$ cat src/rtl/dsm2_stim_echip65.sv
// Digital 2nd-order delta-sigma stimulus for the CIC3 filter row: one shared bitstream, masked per channel.
// Optional dither (LFSR LSB as +/-1 into the first integrator) is built when DSM2_DITHER_EN is defined.
module dsm2_stim_echip65 #(
    parameter int NUM_CH = 12,
    parameter int CNT_W  = 16
) (
    input  logic              clk,
    input  logic              reset,
    input  logic              mod_en,
    input  logic [15:0]       x_in,
    input  logic              start,
    input  logic              abort,
    input  logic [CNT_W-1:0]  burst_len,
    input  logic [NUM_CH-1:0] chan_mask,
    output logic [NUM_CH-1:0] out,
    output logic              busy,
    output logic              done
);

    localparam logic [1:0] ST_IDLE = 2'd0;
    localparam logic [1:0] ST_RUN  = 2'd1;
    localparam logic [1:0] ST_DONE = 2'd2;

    localparam logic signed [21:0] I1_MAX = 22'sd524287;
    localparam logic signed [21:0] I1_MIN = -22'sd524288;
    localparam logic signed [25:0] I2_MAX = 26'sd8388607;
    localparam logic signed [25:0] I2_MIN = -26'sd8388608;

    logic [1:0]        state_q, state_d;
    logic [19:0]       i1_q, i1_d;
    logic [23:0]       i2_q, i2_d;
    logic              bit_q, bit_d;
    logic [CNT_W-1:0]  count_q, count_d;
    logic              cont_q, cont_d;
    logic [NUM_CH-1:0] out_q, out_d;

    logic signed [21:0] fb1, dith, i1_sum;
    logic signed [25:0] fb2, i2_sum;
    logic [19:0]        i1_sat;
    logic [23:0]        i2_sat;
    logic               out_live;

`ifdef DSM2_DITHER_EN
    logic [15:0] lfsr_q, lfsr_d;
    assign dith = lfsr_q[0] ? 22'sd1 : -22'sd1;
`else
    assign dith = 22'sd0;
`endif

    // Wide sums so the clamp sees the true value before truncation.
    always_comb begin
        fb1    = bit_q ? 22'sd32768 : -22'sd32768;
        fb2    = bit_q ? 26'sd32768 : -26'sd32768;
        i1_sum = $signed({{6{x_in[15]}}, x_in}) + $signed({{2{i1_q[19]}}, i1_q}) - fb1 + dith;
        i2_sum = $signed({{2{i2_q[23]}}, i2_q}) + $signed({{6{i1_q[19]}}, i1_q}) - fb2;
        if (i1_sum > I1_MAX)      i1_sat = 20'h7FFFF;
        else if (i1_sum < I1_MIN) i1_sat = 20'h80000;
        else                      i1_sat = i1_sum[19:0];
        if (i2_sum > I2_MAX)      i2_sat = 24'h7FFFFF;
        else if (i2_sum < I2_MIN) i2_sat = 24'h800000;
        else                      i2_sat = i2_sum[23:0];
    end

    always_comb begin
        state_d = state_q;
        i1_d    = i1_q;
        i2_d    = i2_q;
        bit_d   = bit_q;
        count_d = count_q;
        cont_d  = cont_q;
`ifdef DSM2_DITHER_EN
        lfsr_d  = lfsr_q;
`endif
        case (state_q)
            ST_IDLE: begin
                if (start) begin
                    state_d = ST_RUN;
                    i1_d    = '0;
                    i2_d    = '0;
                    bit_d   = 1'b0;
                    count_d = burst_len;
                    cont_d  = (burst_len == '0);
`ifdef DSM2_DITHER_EN
                    lfsr_d  = 16'hACE1;
`endif
                end
            end
            ST_RUN: begin
                if (abort) begin
                    state_d = ST_IDLE;
                end else if (!cont_q && count_q == '0) begin
                    state_d = ST_DONE;
                end else if (mod_en) begin
                    i1_d  = i1_sat;
                    i2_d  = i2_sat;
                    bit_d = ~i2_sat[23];
                    if (!cont_q) count_d = count_q - 1'b1;
`ifdef DSM2_DITHER_EN
                    lfsr_d = {lfsr_q[14:0], lfsr_q[15] ^ lfsr_q[13] ^ lfsr_q[12] ^ lfsr_q[10]};
`endif
                end
            end
            ST_DONE: state_d = ST_IDLE;
            default: state_d = ST_IDLE;
        endcase
    end

    // out shows the previous bit only while staying in RUN; any exit or entry blanks it.
    assign out_live = (state_q == ST_RUN) && (state_d == ST_RUN);

    for (genvar gi = 0; gi < NUM_CH; gi++) begin : g_out
        assign out_d[gi] = out_live & bit_q & chan_mask[gi];
    end

    always_ff @(posedge clk) begin
        if (reset) begin
            state_q <= ST_IDLE;
            i1_q    <= '0;
            i2_q    <= '0;
            bit_q   <= 1'b0;
            count_q <= '0;
            cont_q  <= 1'b0;
            out_q   <= '0;
`ifdef DSM2_DITHER_EN
            lfsr_q  <= 16'hACE1;
`endif
        end else begin
            state_q <= state_d;
            i1_q    <= i1_d;
            i2_q    <= i2_d;
            bit_q   <= bit_d;
            count_q <= count_d;
            cont_q  <= cont_d;
            out_q   <= out_d;
`ifdef DSM2_DITHER_EN
            lfsr_q  <= lfsr_d;
`endif
        end
    end

    assign out  = out_q;
    assign busy = (state_q == ST_RUN);
    assign done = (state_q == ST_DONE);

endmodule

$ cat config.mk
export PLATFORM = sky130hd
export DESIGN_NAME = dsm2_stim_echip65
export DESIGN_NICKNAME = d
export VERILOG_FILES = /design/src/rtl/dsm2_stim_echip65.sv
export SDC_FILE = /design/constraint.sdc
export NUM_CORES = 1
export LEC_CHECK = 0
export ABC_AREA = 0
export ABC_CLOCK_PERIOD_IN_PS = 5900
export CAP_MARGIN = 20
export CORE_ASPECT_RATIO = 1.5
export CORE_UTILIZATION = 50
export CTS_BUF_LIST = sky130_fd_sc_hd__clkbuf_4 sky130_fd_sc_hd__clkbuf_8
export DETAILED_ROUTE_END_ITERATION = 8
export GPL_ROUTABILITY_DRIVEN = 0
export PLACE_DENSITY = 0.71
export SETUP_SLACK_MARGIN = 0.1
export SLEW_MARGIN = 15
export SYNTH_ARGS = -nofsm -noshare
export SYNTH_HDL_FRONTEND = slang
export SYNTH_SLANG_ARGS = --single-unit
$ cat constraint.sdc
create_clock -name clk -period 5.9 [get_ports clk]
set_input_delay 1.18 -clock clk [delete_from_list [all_inputs] [get_ports clk]]
set_output_delay 1.18 -clock clk [all_outputs]
set_load 0.02 [all_outputs]
* Word level (Yosys, flattened, before mapping)
Cells that the tools add are included.
Operators by class: equality and inequality tests 8, bitwise gates (word level) 14, $add $sub $neg 5, magnitude comparators 4, mux-type cells 31, reduce and logical (&&, ||, !) cells 10
Operators by type and width (count):
- 2-to-1 mux 24 bit | 6
- 2-to-1 mux 20 bit | 6
- 2-to-1 mux 16 bit | 5
- case mux 24 bit (2 select lines) | 1
- case mux 20 bit (2 select lines) | 1
- logical NOT 16 bit | 2
- case mux 16 bit (2 select lines) | 1
- > comparator 26 x 24 -> 1 bit, second input constant | 1
- less-than comparator 26 x 24 -> 1 bit, second input constant | 1
- 2-to-1 mux 26 bit | 1
- subtractor 25 x 26 -> 26 bit | 1
- adder 24 x 20 -> 25 bit | 1
- > comparator 22 x 20 -> 1 bit, second input constant | 1
- less-than comparator 22 x 20 -> 1 bit, second input constant | 1
- 2-to-1 mux 22 bit | 1
- subtractor 21 x 22 -> 22 bit | 1
- adder 16 x 20 -> 21 bit | 1
- subtractor 16 x 1 -> 16 bit, second input constant | 1
- bitwise AND 1 bit | 13
- inequality test 2 bit, second input constant | 5
- 2-to-1 mux 2 bit | 3
- AND reduction 6 bit | 1
- AND reduction 5 bit | 1
- equality test 2 x 1 -> 1 bit, second input constant | 2
- 10 further kinds | 14
Word-level totals: word-level logic and storage cells 79, flip-flop bits (word level) 76

* Longest topological paths before layout
Gate-level depths: netlist of the first run.
depth in word-level cells 10, depth in mapped cells 15, gate-level depth less buffers 13

* Worst setup path before layout of the first run
Ideal clock, no wire load.
kind input -> register, start input x_in[3], end register i1_q[10], path buffers 1, slack 2.150 ns, arrival 3.674 ns, cell stages on the path 14, cells stage by stage inv_1 > ha_1 > inv_1 > ha_1 > o21ai_2 > a21oi_2 > or4_4 > a21boi_4 > o21a_4 > nor3b_2 > o31ai_4 > buf_6 > nand3_1 > a31oi_1
On the way: longest elaborated chain between the ends 9
Ends and longest elaborated chain:
- start, declared | line 10 | input logic [15:0] x_in,
- adder 16 x 20 -> 21 bit (*) | line 54 | i1_sum = $signed({{6{x_in[15]}}, x_in}) + $signed({{2{i1_q[19]}}, i1_q}) - fb1 + dith;
- subtractor 21 x 22 -> 22 bit (*) | line 54
- less-than comparator 22 x 20 -> 1 bit | line 57 | else if (i1_sum < I1_MIN) i1_sat = 20'h80000;
- 2-to-1 mux 20 bit | line 57
- 2-to-1 mux 20 bit (*) | line 56 | if (i1_sum > I1_MAX) i1_sat = 20'h7FFFF;
- 2-to-1 mux 20 bit (*) | line 93 | end else if (mod_en) begin
- 2-to-1 mux 20 bit (*) | line 91 | end else if (!cont_q && count_q == '0) begin
- 2-to-1 mux 20 bit (*) | line 89 | if (abort) begin
- case mux 20 bit (2 select lines) (*) | line 74 | case (state_q)
- end signal, assigned | line 129 | i1_q <= i1_d;
- end, declared | line 30 | logic [19:0] i1_q, i1_d;
Mark *: on every way between the ends. The rest lies on a longest branch, timed or not. The select of a mux whose other input is x is not followed. A chain may end at the register's enable or synchronous reset.

* Worst setup path in the final report of the first run
start input x_in[15], end register i1_q[17]
The elaborated chain is that of the path after synthesis.

==> results of run 1 <==
[worst max-delay path by stage]
stage	from	end	slack (ns)	cells past startpoint
finish	x_in[15]	i1_q[17]$_SDFFE_PP0P_	1.23	13
global route	x_in[15]	i1_q[18]$_SDFFE_PP0P_	1.01	13
CTS	x_in[15]	i1_q[18]$_SDFFE_PP0P_	1.29	13
detailed placement	x_in[15]	i1_q[17]$_SDFFE_PP0P_	0.91	13
global placement	x_in[15]	i1_q[18]$_SDFFE_PP0P_	1.01	13
floorplan	x_in[3]	i1_q[10]$_SDFFE_PP0P_	2.15	14
[per-layer routing]
metal / up-vias / global-route usage / wire length (um)
met2: 158 / 0.466 / 8410
met5: - / 0 / 0
met1: 2780 / 0.266 / 6490
met3: 25 / 0.0221 / 453
li1: 2938 / - / -
met4: 0 / 0.104 / 410
[worst max-delay path, stage by stage]
cell             delay (ns)
clkdlybuf4s50_1        0.64
inv_1                  0.12
fa_1                   0.54
inv_1                  0.04
ha_1                   0.33
or2_2                  0.33
a21oi_1                0.19
o31ai_1                0.09
a21oi_1                0.16
o32a_1                 0.26
a311o_1                0.70
a21o_1                 0.20
o31ai_1                0.08
[metrics by stage]
| stage | utilization | total power [mW] | cell area, sq um | setup WS (ns) | cells |
|---|---|---|---|---|---|
| floorplan | - | 0.809 | 6450 | 2.15 | 812 |
| global placement | 0.569 | 0.892 | 7120 | 1.01 | 1003 |
| detailed placement | 0.569 | 0.903 | 7120 | 0.913 | 1003 |
| CTS | 0.589 | 1.38 | 7360 | 1.29 | 1019 |
| global route | 0.589 | 1.44 | 7370 | 1.01 | 1020 |
| finish | 0.589 | 1.37 | 7370 | 1.23 | 1020 |
[power groups by stage]
stage	Sequential (mW)	Combinational, mW	Clock (mW)
after floorplan	0.548	0.261	0
after global placement	0.550	0.342	0
after detailed placement	0.551	0.352	0
after CTS	0.539	0.354	0.486
after global routing	0.542	0.394	0.506
final	0.540	0.355	0.479
[cells in the final DEF (no fill, tap or decap), types with 3 or more instances in the layout]
master,n
nand2b_1,13
o21a_1,5
a32oi_1,3
or3_1,5
fa_1,12
a21o_1,18
a221o_1,23
nand3b_1,4
o31ai_1,8
a221oi_1,6
a31oi_1,19
nand4_1,7
a21oi_2,7
nor3b_1,3
o21bai_1,5
a211oi_1,9
clkbuf_8,12
buf_4,5
nand3_1,21
or2_2,5
and3_1,4
and2_1,13
xor2_1,13
nor4_1,7
xnor2_1,23
inv_1,126
nor2_1,43
o21ai_0,38
a22oi_1,7
nor3_1,11
a21oi_1,55
nand2_1,69
a211o_1,4
nor2b_1,5
ha_1,77
dfxtp_1,76
clkdlybuf4s50_1,61
[logic make-up after synthesis]
kind of cell             count (synthesis)  share of synthesized area
AO/OA/AOI/OAI                          232                      0.256
flip-flops                              76                      0.236
buffers and inverters                  158                      0.100
adder cells (fa/ha/maj)                 89                      0.187
XOR/XNOR                                36                     0.0489
AND/OR/NAND/NOR                        221                      0.172
[sequential cells by signal, indices dropped and copies added, names as in the netlist]
signal / count
bit_q: 1
cont_q: 1
count_q: 16
i1_q: 20
i2_q: 24
out: 12
state_q: 2
[final cells by class]
cell class | instances | area (sq um) | share of cell area
clock buffer | 13 | 173 | 0.0234
clock inverter | 3 | 67.6 | 0.00916
inverter | 126 | 473 | 0.0641
multi-input combinational | 578 | 4280 | 0.580
sequential | 76 | 1520 | 0.206
tap | 156 | 195 | 0.0265
timing repair buffer | 68 | 664 | 0.0901
==> metrics.txt, run 1 <==
DRC viols=0; Slew Limit Fails=0; average size of a mapped cell=7.94 sq um; hold_sp=i1_q[9]$_SDFFE_PP0P_; number of port buffers=62; Reg clk slew, reported paths=0.08 ns; Clock Skews=0.0128 ns; Synth top cells by count=inv_1, ha_1, dfxtp_1; # setup viols final=0; WL per Instance=15.5 um; status=completed; hpwl dp=12000 um; GRT overflow=0; Leak=3.29 nW; Fin. Hold Viols=0; Core ar.=12500 sq um; startpoint of the worst register-to-register path=bit_q$_SDFFE_PP0P_; Die Y=141 um; vias in the first global route=5801; Yosys top cell by area=dfxtp_1; cell-internal power=959 uW; FF-to-FF End=i2_q[5]$_SDFFE_PP0P_; Syn Nets=950; Area contributors post-synth=dfxtp_1, ha_1, inv_1; EDFF count, synth=0; most frequent cell after synthesis=inv_1; Hold EP=i1_q[9]$_SDFFE_PP0P_; CP Max Fanout=19; r2r setup slk=1.39 ns; Clk Latency, worst-skew pair=0.36 ns; DRT iter0 DRCs=373; path depth of the worst reg2reg path=14; sequential fraction of design power=0.393; row cnt=50; WHS=0.483 ns; Initial Util=0.516; Die X-Extent=94.7 um; max cap viols=0; synthesized area=6450 sq um; Post-CTS Hold Fix Bufs=0; register area share after synthesis=0.236; Synth-to-Final Area Change=14.3%; routed wire length=15800 um; Post-Syn Instances=812; Setup CP Type=input port to register; Slew HR=0.307; Die Area=13400 sq um; first-pass GRT wire length=26000 um; Switching Fraction=0.302; ys flop type=dfxtp_1; Final Critical Period=4.67 ns; postcts setup bufs=0; clock buffer count from CTS=9; period utilization=0.791; antenna-violating nets left=0; startpoint types=input port; RSZ-0062 raised after global routing=no; clock tree buffer depth=2; number of fill cells=1152; Fmax=214 MHz; Total GRT Usage=0.245; Hold Path Class=register to register; Synth Warn #=0; Logic pwr share=0.258; Worst-Margin Slew=1.04 ns; crit path DAT=4.87 ns; net switching power=414 uW; Resized Gates After CTS=0; CP Capture Type=register; CTS H-tree depth=3; synthesized flop and latch total=76; setup TNS=0 ns; TritonCTS clock tree=built; post-synth top area share=0.236; worst vdd rail ir drop=0.123 mV; clock power share=0.349; Async SR Flop Fraction=0; ant diodes=0; power density over the cells=186 nW/um^2; largest net degree at the start of global routing=48; sinks on the clock net=76; layout cells sized above 1=0.0556; Distinct cells, synth=73; vias per cell=5.79; Vias=5901; fin nets=997; num ports=63; DR pass1 iterations=5; hold-critical path depth=2; CTS root buf=clkbuf_8; initial antenna violation count=0; CP required=6.10 ns
No activity file was read; power rests on OpenSTA's default activity.
==> run 2, diff against run 1 <==
--- a/config.mk
+++ b/config.mk
@@ -6,14 +6,14 @@
 export NUM_CORES = 1
 export LEC_CHECK = 0
 export ABC_AREA = 0
-export ABC_CLOCK_PERIOD_IN_PS = 5900
+export ABC_CLOCK_PERIOD_IN_PS = 3950
 export CAP_MARGIN = 20
 export CORE_ASPECT_RATIO = 1.5
 export CORE_UTILIZATION = 50
 export CTS_BUF_LIST = sky130_fd_sc_hd__clkbuf_4 sky130_fd_sc_hd__clkbuf_8
 export DETAILED_ROUTE_END_ITERATION = 8
 export GPL_ROUTABILITY_DRIVEN = 0
-export PLACE_DENSITY = 0.71
+export PLACE_DENSITY = 0.74
 export SETUP_SLACK_MARGIN = 0.1
 export SLEW_MARGIN = 15
 export SYNTH_ARGS = -nofsm -noshare
==> constraint.sdc (replaced) <==
create_clock -name clk -period 3.95 [get_ports clk]
set_input_delay 0.79 -clock clk [delete_from_list [all_inputs] [get_ports clk]]
set_output_delay 0.79 -clock clk [all_outputs]
set_load 0.02 [all_outputs]
==> run 2 against run 1 <==
Against the previous run:
- register-to-register slack worse by 0.99 ns
- core utilization up 1.6 points
- critical path depth down 1
- largest cell class unchanged
- clock skew up 0.0014 ns
- worst hold slack about the same
- global-route usage down 0.54 points
- sequential share of layout area down 0.56 points
- clock power up 16%
- first-iteration DRC count down 28%
- largest power group unchanged
- count of clock-buffer cells in the layout down 1
==> metrics.txt, run 2 (synthesis gave the netlist of run 1 again) <==
status=completed; Clock Skews=0.0142 ns; DR pass1 iterations=8; crit path DAT=3.88 ns; Placed Area=7340 sq um; startpoint types=input port; most common cell after layout, fill and taps aside=inv_1; worst vdd rail ir drop=0.174 mV; Die Area=13400 sq um; CP required=4.15 ns; DRT iter0 DRCs=270; max cap viols=0; largest net degree at the start of global routing=48; Largest regs=i2_q (24), i1_q (20), count_q (16); row cnt=50; TritonCTS clock tree=built; Core ar.=12500 sq um; layout cells sized above 1=0.0853; Worst-Margin Slew=1.02 ns; Reg clk slew, reported paths=0.08 ns; sinks on the clock net=76; num ports=63; power density over the cells=253 nW/um^2; Post-CTS Hold Fix Bufs=0; CP Capture Type=register; ant diodes=0; Biggest register=i2_q; Clk Latency, worst-skew pair=0.37 ns; initial antenna violation count=0; antenna-violating nets left=0; Final Critical Period=3.69 ns; Die Y=141 um; GRT overflow=0; period utilization=0.934; vias in the first global route=5661; most frequent cells in the layout=inv_1, ha_1, dfxtp_1; # setup viols final=0; fin area=7580 sq um; hold-critical path depth=2; fin nets=1024; hpwl dp=11800 um; Slew Limit Fails=0; Leak=3.41 nW; first-pass GRT wire length=25200 um; clock buffer count from CTS=9; number of fill cells=1151; Fmax=271 MHz; Die X-Extent=94.7 um; path depth of the worst reg2reg path=14; clock tree buffer depth=2; CTS root buf=clkbuf_8; Initial Util=0.516; Fin. Hold Viols=0; RSZ-0062 raised after global routing=yes; Slew HR=0.319; flip-flop count of the largest register after layout=24; CP Max Fanout=14; WL per Instance=14.9 um; Setup CP Type=input port to register; Hold Path Class=register to register; routed wire length=15700 um; CTS H-tree depth=3; DRC viols=0; Synth-to-Final Area Change=17.5%; Vias=5954; vias per cell=5.69; Total GRT Usage=0.239; setup TNS=0 ns; number of port buffers=62
-- run 2: metal layers --
metal  part of all wire  vias up  GRT usage
met5                  0        -          0
met3              0.046       33     0.0437
met2               0.51      160      0.434
li1                   -     2998          -
met4              0.033        0      0.116
met1               0.41     2763      0.260
-- run 2: path summary, 6_finish.rpt --
kind	from	to	slack [ns]
worst max-delay path	x_in[15]	i1_q[4]$_SDFFE_PP0P_	0.26
worst min-delay path	i1_q[2]$_SDFFE_PP0P_	i1_q[2]$_SDFFE_PP0P_	0.48
worst max register to register	i1_q[5]$_SDFFE_PP0P_	i2_q[21]$_SDFFE_PP0P_	0.40
worst min register to register	i1_q[2]$_SDFFE_PP0P_	i1_q[2]$_SDFFE_PP0P_	0.48
-- run 2: through the flow --
step / hold WS, ns / power [mW] / setup WS (ns) / std cells / util
2_1_floorplan: 0.455 / 1.21 / 0.590 / 812 / -
3_3_place_gp: 0.466 / 1.37 / -0.0234 / 1028 / 0.587
3_5_place_dp: 0.469 / 1.38 / -0.0884 / 1028 / 0.587
4_1_cts: 0.485 / 1.93 / 0.285 / 1044 / 0.601
5_1_grt: 0.506 / 2.03 / 0.0996 / 1047 / 0.606
6_report: 0.483 / 1.92 / 0.262 / 1047 / 0.606
-- run 2: layout make-up --
type / count / area, sq um / share of cell area
sequential: 76 / 1520 / 0.201
tap: 156 / 195 / 0.0257
clock inverter: 4 / 25.0 / 0.00330
clock buffer: 12 / 153 / 0.0201
multi-input combinational: 579 / 4310 / 0.568
inverter: 126 / 473 / 0.0624
timing repair buffer: 94 / 906 / 0.119
-- run 2: worst max-delay path: stages --
cell             delay (ns)
clkdlybuf4s50_1        0.42
buf_4                  0.17
fa_1                   0.47
ha_1                   0.32
a21o_1                 0.19
a21oi_1                0.21
o21ai_0                0.12
a21oi_1                0.16
xor2_1                 0.34
a311o_1                0.41
buf_12                 0.19
a31oi_1                0.08
-- run 2: timing repair --
| action | 4_1_cts | 5_1_grt |
|---|---|---|
| endpoints found under the setup margin | 23 | 23 |
| resized for setup | 1 | 2 |
| buffers inserted | 0 | 2 |
| gates cloned | 0 | 1 |
| pin swaps | 0 | 2 |
-- run 2: power breakdown --
group | internal, mW | switching (mW) | leakage, nW | total (mW)
Sequential | 0.786 | 0.0191 | 0.616 | 0.805
Combinational | 0.255 | 0.304 | 2.70 | 0.559
Clock | 0.257 | 0.296 | 0.0892 | 0.554
Total | 1.30 | 0.620 | 3.41 | 1.92
